File: config.mk
export PLATFORM = sky130hd
export DESIGN_NAME = retire_trace_sink_flat
export DESIGN_NICKNAME = d
export VERILOG_FILES = /design/src/rtl/retire_trace_sink_if.sv /design/src/rtl/retire_trace_sink.sv /design/src/flat_wrapper.sv
export SDC_FILE = /design/constraint.sdc
export NUM_CORES = 1
export LEC_CHECK = 0
export ABC_AREA = 1
export BUFFER_PORTS_ARGS = -buffer_cell sky130_fd_sc_hd__buf_2
export CAP_MARGIN = 5
export CELL_PAD_IN_SITES_DETAIL_PLACEMENT = 1
export CELL_PAD_IN_SITES_GLOBAL_PLACEMENT = 1
export CORE_AREA = 2 2 313 284
export CTS_CLUSTER_SIZE = 14
export DETAILED_ROUTE_END_ITERATION = 6
export DIE_AREA = 0 0 315 286
export PLACE_DENSITY_LB_ADDON = 0.1
export SETUP_SLACK_MARGIN = 0.02
export SYNTH_ARGS = -nofsm -noshare
export SYNTH_HDL_FRONTEND = slang
export SYNTH_SLANG_ARGS = --single-unit
File: constraint.sdc
create_clock -name i_clk -period 11 [get_ports i_clk]
set_clock_uncertainty 0.2 [all_clocks]
set_input_delay 0.55 -clock i_clk [delete_from_list [all_inputs] [get_ports i_clk]]
set_output_delay 0.55 -clock i_clk [all_outputs]
set_load 0.01 [all_outputs]
File: src/rtl/retire_trace_sink_if.sv
// Retire trace sink bus bundle.
//   retire_valid/retire_pc/retire_instr : retire trace port from the core
//   trace_data/trace_valid/trace_last   : outbound 32-bit trace stream
//   trace_ready                         : sink back-pressure for the stream
// master: core + sink side (drives retire, ready); slave: retire_trace_sink.
interface retire_trace_sink_if;
  logic        retire_valid;
  logic [31:0] retire_pc;
  logic [31:0] retire_instr;
  logic [31:0] trace_data;
  logic        trace_valid;
  logic        trace_last;
  logic        trace_ready;

  modport master (
    output retire_valid, retire_pc, retire_instr, trace_ready,
    input  trace_data, trace_valid, trace_last
  );

  modport slave (
    input  retire_valid, retire_pc, retire_instr, trace_ready,
    output trace_data, trace_valid, trace_last
  );
endinterface

File: src/rtl/retire_trace_sink.sv
// Retire trace sink: buffers retired instructions in a DEPTH-entry FIFO and
// emits each as a 2-word packet on a valid/ready stream.
//   word0 = {pc[31:1], drop_flag}, last=0 ; word1 = instruction, last=1
// Ports:
//   i_clk, i_rst_n   clock, async active-low reset
//   i_enable         capture enable (FIFO keeps draining when 0)
//   bus              retire port in, trace stream out (slave modport)
//   o_fifo_level     entries held in FIFO (excludes packet in flight)
//   o_drop_count     saturating count of retires lost to overflow
//
// state   | meaning
// S_IDLE  | no packet in flight, waiting for a FIFO entry
// S_WORD0 | presenting word0 (pc + drop flag)
// S_WORD1 | presenting word1 (instruction), last=1
module retire_trace_sink #(
  parameter int DEPTH = 16,
  parameter int CNT_W = 16
) (
  input  logic                     i_clk,
  input  logic                     i_rst_n,
  input  logic                     i_enable,
  retire_trace_sink_if.slave       bus,
  output logic [$clog2(DEPTH):0]   o_fifo_level,
  output logic [CNT_W-1:0]         o_drop_count
);

  localparam int AW = $clog2(DEPTH);
  localparam logic [AW:0] FULL_LEVEL = (AW+1)'(DEPTH);

  typedef enum logic [1:0] {S_IDLE, S_WORD0, S_WORD1} state_t;

  state_t            r_state, w_state_nxt;
  logic [31:0]       r_mem_word0 [DEPTH];
  logic [31:0]       r_mem_instr [DEPTH];
  logic [AW-1:0]     r_wr_ptr;
  logic [AW-1:0]     r_rd_ptr;
  logic [AW:0]       r_level;
  logic              r_drop_pending;
  logic [CNT_W-1:0]  r_drop_count;
  logic [31:0]       r_trace_data, w_data_nxt;
  logic              r_trace_valid, w_valid_nxt;
  logic              r_trace_last, w_last_nxt;
  // Instruction of the popped entry; the FIFO slot may be reused before word1 goes out.
  logic [31:0]       r_instr_hold, w_hold_nxt;

  logic w_retire, w_full, w_empty, w_push, w_drop, w_pop;
  logic w_unused_pc0;

  assign w_retire     = i_enable && bus.retire_valid;
  assign w_full       = (r_level == FULL_LEVEL);
  assign w_empty      = (r_level == '0);
  // Full is judged on the registered level, so a same-cycle pop does not rescue a push.
  assign w_push       = w_retire && !w_full;
  assign w_drop       = w_retire && w_full;
  // pc[0] is always zero on this core; its slot carries the drop flag.
  assign w_unused_pc0 = bus.retire_pc[0];

  always_ff @(posedge i_clk) begin
    if (w_push) begin
      r_mem_word0[r_wr_ptr] <= {bus.retire_pc[31:1], r_drop_pending};
      r_mem_instr[r_wr_ptr] <= bus.retire_instr;
    end
  end

  always_ff @(posedge i_clk or negedge i_rst_n) begin
    if (!i_rst_n) begin
      r_wr_ptr       <= '0;
      r_rd_ptr       <= '0;
      r_level        <= '0;
      r_drop_pending <= 1'b0;
      r_drop_count   <= '0;
    end else begin
      if (w_push) r_wr_ptr <= r_wr_ptr + 1'b1;
      if (w_pop)  r_rd_ptr <= r_rd_ptr + 1'b1;
      case ({w_push, w_pop})
        2'b10:   r_level <= r_level + 1'b1;
        2'b01:   r_level <= r_level - 1'b1;
        default: r_level <= r_level;
      endcase
      if (w_push) begin
        r_drop_pending <= 1'b0;
      end else if (w_drop) begin
        r_drop_pending <= 1'b1;
        if (r_drop_count != {CNT_W{1'b1}}) r_drop_count <= r_drop_count + 1'b1;
      end
    end
  end

  always_ff @(posedge i_clk or negedge i_rst_n) begin
    if (!i_rst_n) begin
      r_state       <= S_IDLE;
      r_trace_data  <= '0;
      r_trace_valid <= 1'b0;
      r_trace_last  <= 1'b0;
      r_instr_hold  <= '0;
    end else begin
      r_state       <= w_state_nxt;
      r_trace_data  <= w_data_nxt;
      r_trace_valid <= w_valid_nxt;
      r_trace_last  <= w_last_nxt;
      r_instr_hold  <= w_hold_nxt;
    end
  end

  always_comb begin
    w_state_nxt = r_state;
    w_data_nxt  = r_trace_data;
    w_valid_nxt = r_trace_valid;
    w_last_nxt  = r_trace_last;
    w_hold_nxt  = r_instr_hold;
    w_pop       = 1'b0;
    case (r_state)
      S_IDLE: begin
        if (!w_empty) begin
          w_pop       = 1'b1;
          w_data_nxt  = r_mem_word0[r_rd_ptr];
          w_hold_nxt  = r_mem_instr[r_rd_ptr];
          w_valid_nxt = 1'b1;
          w_last_nxt  = 1'b0;
          w_state_nxt = S_WORD0;
        end
      end
      S_WORD0: begin
        if (bus.trace_ready) begin
          w_data_nxt  = r_instr_hold;
          w_last_nxt  = 1'b1;
          w_state_nxt = S_WORD1;
        end
      end
      S_WORD1: begin
        if (bus.trace_ready) begin
          if (!w_empty) begin
            w_pop       = 1'b1;
            w_data_nxt  = r_mem_word0[r_rd_ptr];
            w_hold_nxt  = r_mem_instr[r_rd_ptr];
            w_last_nxt  = 1'b0;
            w_state_nxt = S_WORD0;
          end else begin
            w_valid_nxt = 1'b0;
            w_last_nxt  = 1'b0;
            w_state_nxt = S_IDLE;
          end
        end
      end
      default: begin
        w_valid_nxt = 1'b0;
        w_last_nxt  = 1'b0;
        w_state_nxt = S_IDLE;
      end
    endcase
  end

  assign bus.trace_data  = r_trace_data;
  assign bus.trace_valid = r_trace_valid;
  assign bus.trace_last  = r_trace_last;
  assign o_fifo_level    = r_level;
  assign o_drop_count    = r_drop_count;

endmodule

File: src/flat_wrapper.sv
// flat-port wrapper written by rule: the top's interface ports become plain ports
module retire_trace_sink_flat 
#(
  parameter int DEPTH = 16,
  parameter int CNT_W = 16
)
  (i_clk, i_rst_n, i_enable, o_fifo_level, o_drop_count, bus_retire_valid, bus_retire_pc, bus_retire_instr, bus_trace_ready, bus_trace_data, bus_trace_valid, bus_trace_last);
  retire_trace_sink_if bus_i ();
  input  logic i_clk;
  input  logic i_rst_n;
  input  logic i_enable;
  output logic [$clog2(DEPTH):0] o_fifo_level;
  output logic [CNT_W-1:0] o_drop_count;
  input wire logic [$bits(bus_i.retire_valid)-1:0] bus_retire_valid;
  input wire logic [$bits(bus_i.retire_pc)-1:0] bus_retire_pc;
  input wire logic [$bits(bus_i.retire_instr)-1:0] bus_retire_instr;
  input wire logic [$bits(bus_i.trace_ready)-1:0] bus_trace_ready;
  output wire logic [$bits(bus_i.trace_data)-1:0] bus_trace_data;
  output wire logic [$bits(bus_i.trace_valid)-1:0] bus_trace_valid;
  output wire logic [$bits(bus_i.trace_last)-1:0] bus_trace_last;
  assign bus_i.retire_valid = bus_retire_valid;
  assign bus_i.retire_pc = bus_retire_pc;
  assign bus_i.retire_instr = bus_retire_instr;
  assign bus_i.trace_ready = bus_trace_ready;
  assign bus_trace_data = bus_i.trace_data;
  assign bus_trace_valid = bus_i.trace_valid;
  assign bus_trace_last = bus_i.trace_last;
  retire_trace_sink #(.DEPTH(DEPTH), .CNT_W(CNT_W)) u_core (.i_clk(i_clk), .i_rst_n(i_rst_n), .i_enable(i_enable), .bus(bus_i), .o_fifo_level(o_fifo_level), .o_drop_count(o_drop_count));
endmodule
==> results of run 1 <==
==> area by class of cell <==
cell class / count / area (um^2)
multi-input combinational: 2613 / 11200
sequential: 1121 / 33200
antenna: 7 / 17.5
tap: 1155 / 1450
clock inverter: 66 / 606
timing repair buffer: 188 / 1150
inverter: 298 / 1140
clock buffer: 145 / 3020
fill: 9112 / 35200
==> final timing paths <==
kind / startpoint / endpoint / cells after the start
max in group asynchronous: i_rst_n / u_core.r_rd_ptr[3] / 3
min in group asynchronous: i_rst_n / u_core.o_drop_count[0] / 2
max: u_core.r_rd_ptr[0] / u_core.bus.trace_data[1] / 10
max reg2reg: u_core.r_rd_ptr[0] / u_core.bus.trace_data[1] / 10
min reg2reg: u_core.bus.trace_data[16] / u_core.bus.trace_data[16] / 2
min: bus_retire_instr[4] / u_core.r_mem_instr[3][4] / 1
==> routing by layer <==
| metal | share of wire | vias to the layer above | GRT usage |
|---|---|---|---|
| met5 | 0.00055 | - | 0 |
| met4 | 0.027 | 10 | 0.0979 |
| met3 | 0.064 | 261 | 0.0465 |
| met2 | 0.49 | 1094 | 0.509 |
| met1 | 0.41 | 16400 | 0.402 |
| li1 | - | 14400 | - |
==> power by group <==
part           switching, mW  internal [mW]
sequential             0.340           5.03
combinational           3.42           1.24
clock                   1.64           2.17
==> stage by stage <==
stage               power [mW]   util  std cells  cell area [um^2]
floorplan                 8.40      -       4266             46500
global placement          9.85  0.552       5362             48000
detailed placement        10.0  0.552       5362             48000
CTS                       13.9  0.595       5586             51800
global route              14.6  0.595       5592             51800
finish                    13.8  0.595       5593             51800
==> Yosys cell counts (5+ instances only) <==
cell      number  area (um^2)
inv_1        294         1100
xor2_1        19          166
nand3_1      735         3680
buf_2         99          495
edfxtp_1    1024        30700
clkbuf_1      74          278
ha_1          10          125
o21ai_2        5         43.8
o21ai_0       13         65.1
nand2_1     1694         6360
nor2_1        98          368
buf_1         29          109
buf_4         30          225
nor3_1         7         35.0
dfrtp_1       97         2430
==> logic make-up (layout without fill, tap and decap cells) <==
| group | after synthesis | in the layout | share of synthesized area |
|---|---|---|---|
| AO/OA/AOI/OAI | 30 | 30 | 0.00379 |
| XOR/XNOR | 22 | 22 | 0.00414 |
| adder cells (fa/ha/maj) | 10 | 10 | 0.00269 |
| buffers and inverters | 532 | 697 | 0.0484 |
| flip-flops | 1121 | 1121 | 0.713 |
| other | 0 | 7 | 0 |
| AND/OR/NAND/NOR | 2551 | 2551 | 0.227 |
==> worst register-to-register path, cell delays in order, from the launching register on <==
cell and delay (ps):
dfrtp_4 730, inv_8 670, buf_12 760, buf_4 1220, nand2_1 200, nand3_1 120
nand3_1 140, nand3_1 150, nand3_1 80, nand2_1 150, nand2_1 70
==> registers in the layout (all words and copies together), names as in the netlist <==
| name | cells |
|---|---|
| u_core.r_drop_pending | 1 |
| u_core.bus.trace_data | 32 |
| u_core.bus.trace_last | 1 |
| u_core.r_mem_instr | 512 |
| u_core.o_fifo_level | 5 |
| u_core.bus.trace_valid | 1 |
| u_core.r_state | 1 |
| u_core.r_wr_ptr | 4 |
| u_core.r_rd_ptr | 4 |
| u_core.r_instr_hold | 32 |
| u_core.o_drop_count | 16 |
| u_core.r_mem_word0 | 512 |
==> run summary, run 1 <==
Netlist Area Pre-Place: 0.0465 mm^2
DP HPWL: 68200 um
worst-path cell chain: inv_8 > buf_12 > buf_4 > nand2_1 > nand3_1 > nand3_1 > nand3_1 > nand3_1 > nand2_1 > nand2_1
f_max: 218 MHz
cts hold-fix bufs: 13
IO Port Bufs: 122
first-pass GRT wire length: 203000 um
clk sink count: 1121
most frequent cells in the layout: nand2_1, edfxtp_1, nand3_1
initial antenna violation count: 14
Crit. End Element: register
CP arrival: 4980 ps
Post-DRT Antenna Nets: 0
Finish-stage setup viols: 0
final setup TNS: 0 ps
total of cells resized after clock tree synthesis: 0
Max-cap violations: 0
synthesis-stage register bit count: 1121
CTS tree: yes
number of global-route vias before repair: 34200
layout cell share with drive strength beyond 1: 0.0840
WL final: 135000 um
status: finished, final reports clean
initial core utilization: 0.535
Die Area: 0.0901 mm^2
remaining global-route overflow: 0
ys flop type: edfxtp_1
Final min period: 4600 ps
kind of critical path: register to register
Synth cell types: 31
crit-path max cell delay: 840 ps
Clock transition at path regs: 60 ps
Crit Path Max Fanout: 226
Vias: 32100
pin count of the biggest net entering global routing: 227
VDD IR-drop max: 0.226 mV
final hold slack: 21.1 ps
Crit path max-delay family: buffers and inverters
Layout area overhead: 11.3%
DR vias/cell: 5.74
GRT Total Usage: 0.301
First DRT Iteration DRCs: 2955
post-CTS setup buffers: 0
Pre-antenna DRT Iters: 5
# DRC: 0
Seq/Total Area, Yosys: 0.713
CP startpoint kind: register
TritonCTS Buffers: 113
critical path's slowest cell: buf_4
Synth Net Count: 4345
Root Buffer: clkbuf_16
CTS H-tree lvls: 3
Mapped Cells: 4266
Worst-Margin Slew: 1280 ps
period utilization: 0.418
net total in the final layout: 4414
setup slack, reg-to-reg: 6400 ps
Mean Syn Cell Area: 10.9 um^2
Worst Path Buf+Inv: 3
EDFF count, synth: 1024
core box area: 0.0870 mm^2
commonest non-fill, non-tap cell in the layout: nand2_1
maximum root-to-sink buffer count: 3
Post-synth ARST share: 0.0865
clk_lat worst skew: 710 ps
Die H: 286 um
minimum setup slack in the final design: 6400 ps
placer congestion estimate: 0.763
drt wl/cell: 24.2 um
post-place setup slack: 6640 ps
Leak: 20.8 nW
Fin. Hold Viols: 0
Ports: 124
Syn. warnings: 0
WP data required: 11380 ps
Worst Hold Class: input pin to register
Power Density: 267 mW/mm^2
Worst slew margin: 0.148
unrepaired setup endpoints after global routing: no
max-slew violations: 0
num rows: 103
die outline width: 315 um
cell mode on critical path: nand3_1
Power figures use the tool's default switching activity.
==> inputs of run 2 (changes only) <==
Settings changed: CORE_AREA 2 2 313 284 to 2 2 342 310, DIE_AREA 0 0 315 286 to 0 0 344 312.
Clock period 11 ns to 3.84 ns, I/O delays scaled along.
==> run 2 against run 1 <==
Effect of this change: sequential power grew to 2.8 times the previous value; first-iteration DRC count shrank 24%; global-route usage decreased by 5.0 points; largest power group unchanged.
==> run summary, run 2 (synthesis gave the netlist of run 1 again) <==
Worst slew margin: 0.307
Worst R2R End: u_core.r_instr_hold[19]
Crit. End Element: register
clk sink count: 1121
post-place setup slack: 869 ps
clk_lat worst skew: 700 ps
max-slew violations: 0
P_sw: 15.5 mW
Crit Path Max Fanout: 30
period utilization: 0.766
Power Density: 755 mW/mm^2
CTS H-tree lvls: 3
Finish-stage setup viols: 0
WL final: 135000 um
f_max: 340 MHz
Worst-Margin Slew: 1040 ps
num rows: 112
Clock transition at path regs: 60 ps
commonest non-fill, non-tap cell in the layout: nand2_1
most frequent cells in the layout: nand2_1, edfxtp_1, nand3_1
placer congestion estimate: 0.761
DR vias/cell: 5.37
hold endpoint: u_core.r_state[0]
Die Area: 0.107 mm^2
Reg power frac: 0.373
maximum root-to-sink buffer count: 3
Sw Share: 0.383
Largest regs: u_core.r_mem_instr (512), u_core.r_mem_word0 (512)
kind of critical path: input pin to register
Die H: 312 um
initial core utilization: 0.450
GRT Total Usage: 0.252
die outline width: 344 um
Fillers: 11000
first-pass GRT wire length: 203000 um
core box area: 0.103 mm^2
initial antenna violation count: 7
pin count of the biggest net entering global routing: 203
VDD IR-drop max: 0.872 mV
Leak: 21.5 nW
clock network power share: 0.281
net total in the final layout: 4506
layout cell share with drive strength beyond 1: 0.0954
DP HPWL: 68800 um
number of global-route vias before repair: 32800
CP arrival: 3060 ps
First DRT Iteration DRCs: 2257
drt wl/cell: 22.8 um
Post-DRT Antenna Nets: 0
Final min period: 2940 ps
Layout area overhead: 15.3%
remaining global-route overflow: 0
reg2reg start: u_core.o_fifo_level[1]
Worst Hold Class: input pin to register
Pre-antenna DRT Iters: 7
Reg2Reg Depth: 9
Int Power: 25.0 mW
Ports: 124
Hold Path Origin: bus_trace_ready
Post-Place Cells: 5608
Max-cap violations: 0
final non-filler cell total: 5898
Crit. Startpoint: bus_retire_valid
Fin. Hold Viols: 0
# DRC: 0
CP startpoint kind: input pin
status: finished, final reports clean
Hold Path Stages: 3
Vias: 31700
Gate power share: 0.346
Root Buffer: clkbuf_16
minimum setup slack in the final design: 898 ps
setup slack, reg-to-reg: 950 ps
unrepaired setup endpoints after global routing: no
WP data required: 3960 ps
IO Port Bufs: 122
CTS tree: yes
TritonCTS Buffers: 116
[run 2: cell types whose count changed in the layout (fill, tap and decap cells not counted), moves of 2 or more]
cell / change
buf_12: +44
inv_6: +2
clkinv_1: -10
clkbuf_1: -6
bufinv_16: +2
clkbuf_16: +2
diode_2: -6
buf_4: -12
clkinv_2: +17
dlygate4sd3_1: +55
clkbuf_8: +7
[run 2: area by class of cell]
cell class                      count  area [um^2]  share of cell area
Sequential cell                  1121        33200               0.619
Multi-Input combinational cell   2613        11200               0.209
Antenna cell                        1         2.50           0.0000467
Timing Repair Buffer              277         2530              0.0473
Clock inverter                     72          682              0.0127
Tap cell                         1368         1710              0.0319
Clock buffer                      148         3140              0.0587
Inverter                          298         1140              0.0213
[run 2: critical path, stage by stage]
cell and delay [ps]:
dlygate4sd3_1 540, buf_2 100, nand2_1 40, dlygate4sd3_1 570, inv_1 80, nand2_1 110, inv_1 220, nand2_1 320
nor2_4 220, buf_4 620
[run 2: stage by stage]
| stage | power (mW) | setup TNS (ps) | area (um^2) | hold slack, ps | utilization |
|---|---|---|---|---|---|
| 2_1_floorplan | 24.1 | -352880 | 46500 | -304 | - |
| 3_3_place_gp | 29.0 | 0 | 49100 | -2.07 | 0.474 |
| 3_5_place_dp | 29.3 | 0 | 49100 | 17.2 | 0.474 |
| 4_1_cts | 40.8 | 0 | 53600 | 43.8 | 0.518 |
| 5_1_grt | 42.8 | 0 | 53600 | 91.8 | 0.518 |
| 6_report | 40.5 | 0 | 53600 | 91.8 | 0.518 |
[run 2: how the worst max path moves through the flow]
stage,end,cells after the start
after CTS,u_core.r_instr_hold[23],9
after global routing,u_core.r_instr_hold[23],9
after global placement,u_core.r_instr_hold[16],9
after floorplan,u_core.r_mem_instr[11][0],6
after detailed placement,u_core.r_instr_hold[15],9
final,u_core.r_mem_word0[15][15],10
[run 2: timing repair]
action / CTS / global route
hold endpoints to repair: 1117 / 0
resized for setup: 0 / 0
buffers inserted: 0 / 0
hold buffers: 69 / 0
[run 2: power groups by stage]
stage / clock (mW) / sequential [mW] / combinational, mW
2_1_floorplan: 0 / 15.1 / 8.92
3_3_place_gp: 0 / 15.3 / 13.7
3_5_place_dp: 0 / 15.3 / 13.9
4_1_cts: 11.6 / 15.1 / 14.1
5_1_grt: 12.0 / 15.2 / 15.6
6_report: 11.4 / 15.1 / 14.0
[run 2: per-layer routing]
| layer | vias to the layer above | global-route usage | wire length (um) |
|---|---|---|---|
| met1 | 16200 | 0.352 | 60400 |
| li1 | 14600 | - | - |
| met3 | 211 | 0.0347 | 6350 |
| met4 | 10 | 0.0649 | 3090 |
| met2 | 712 | 0.416 | 64700 |
| met5 | - | 0 | 66 |
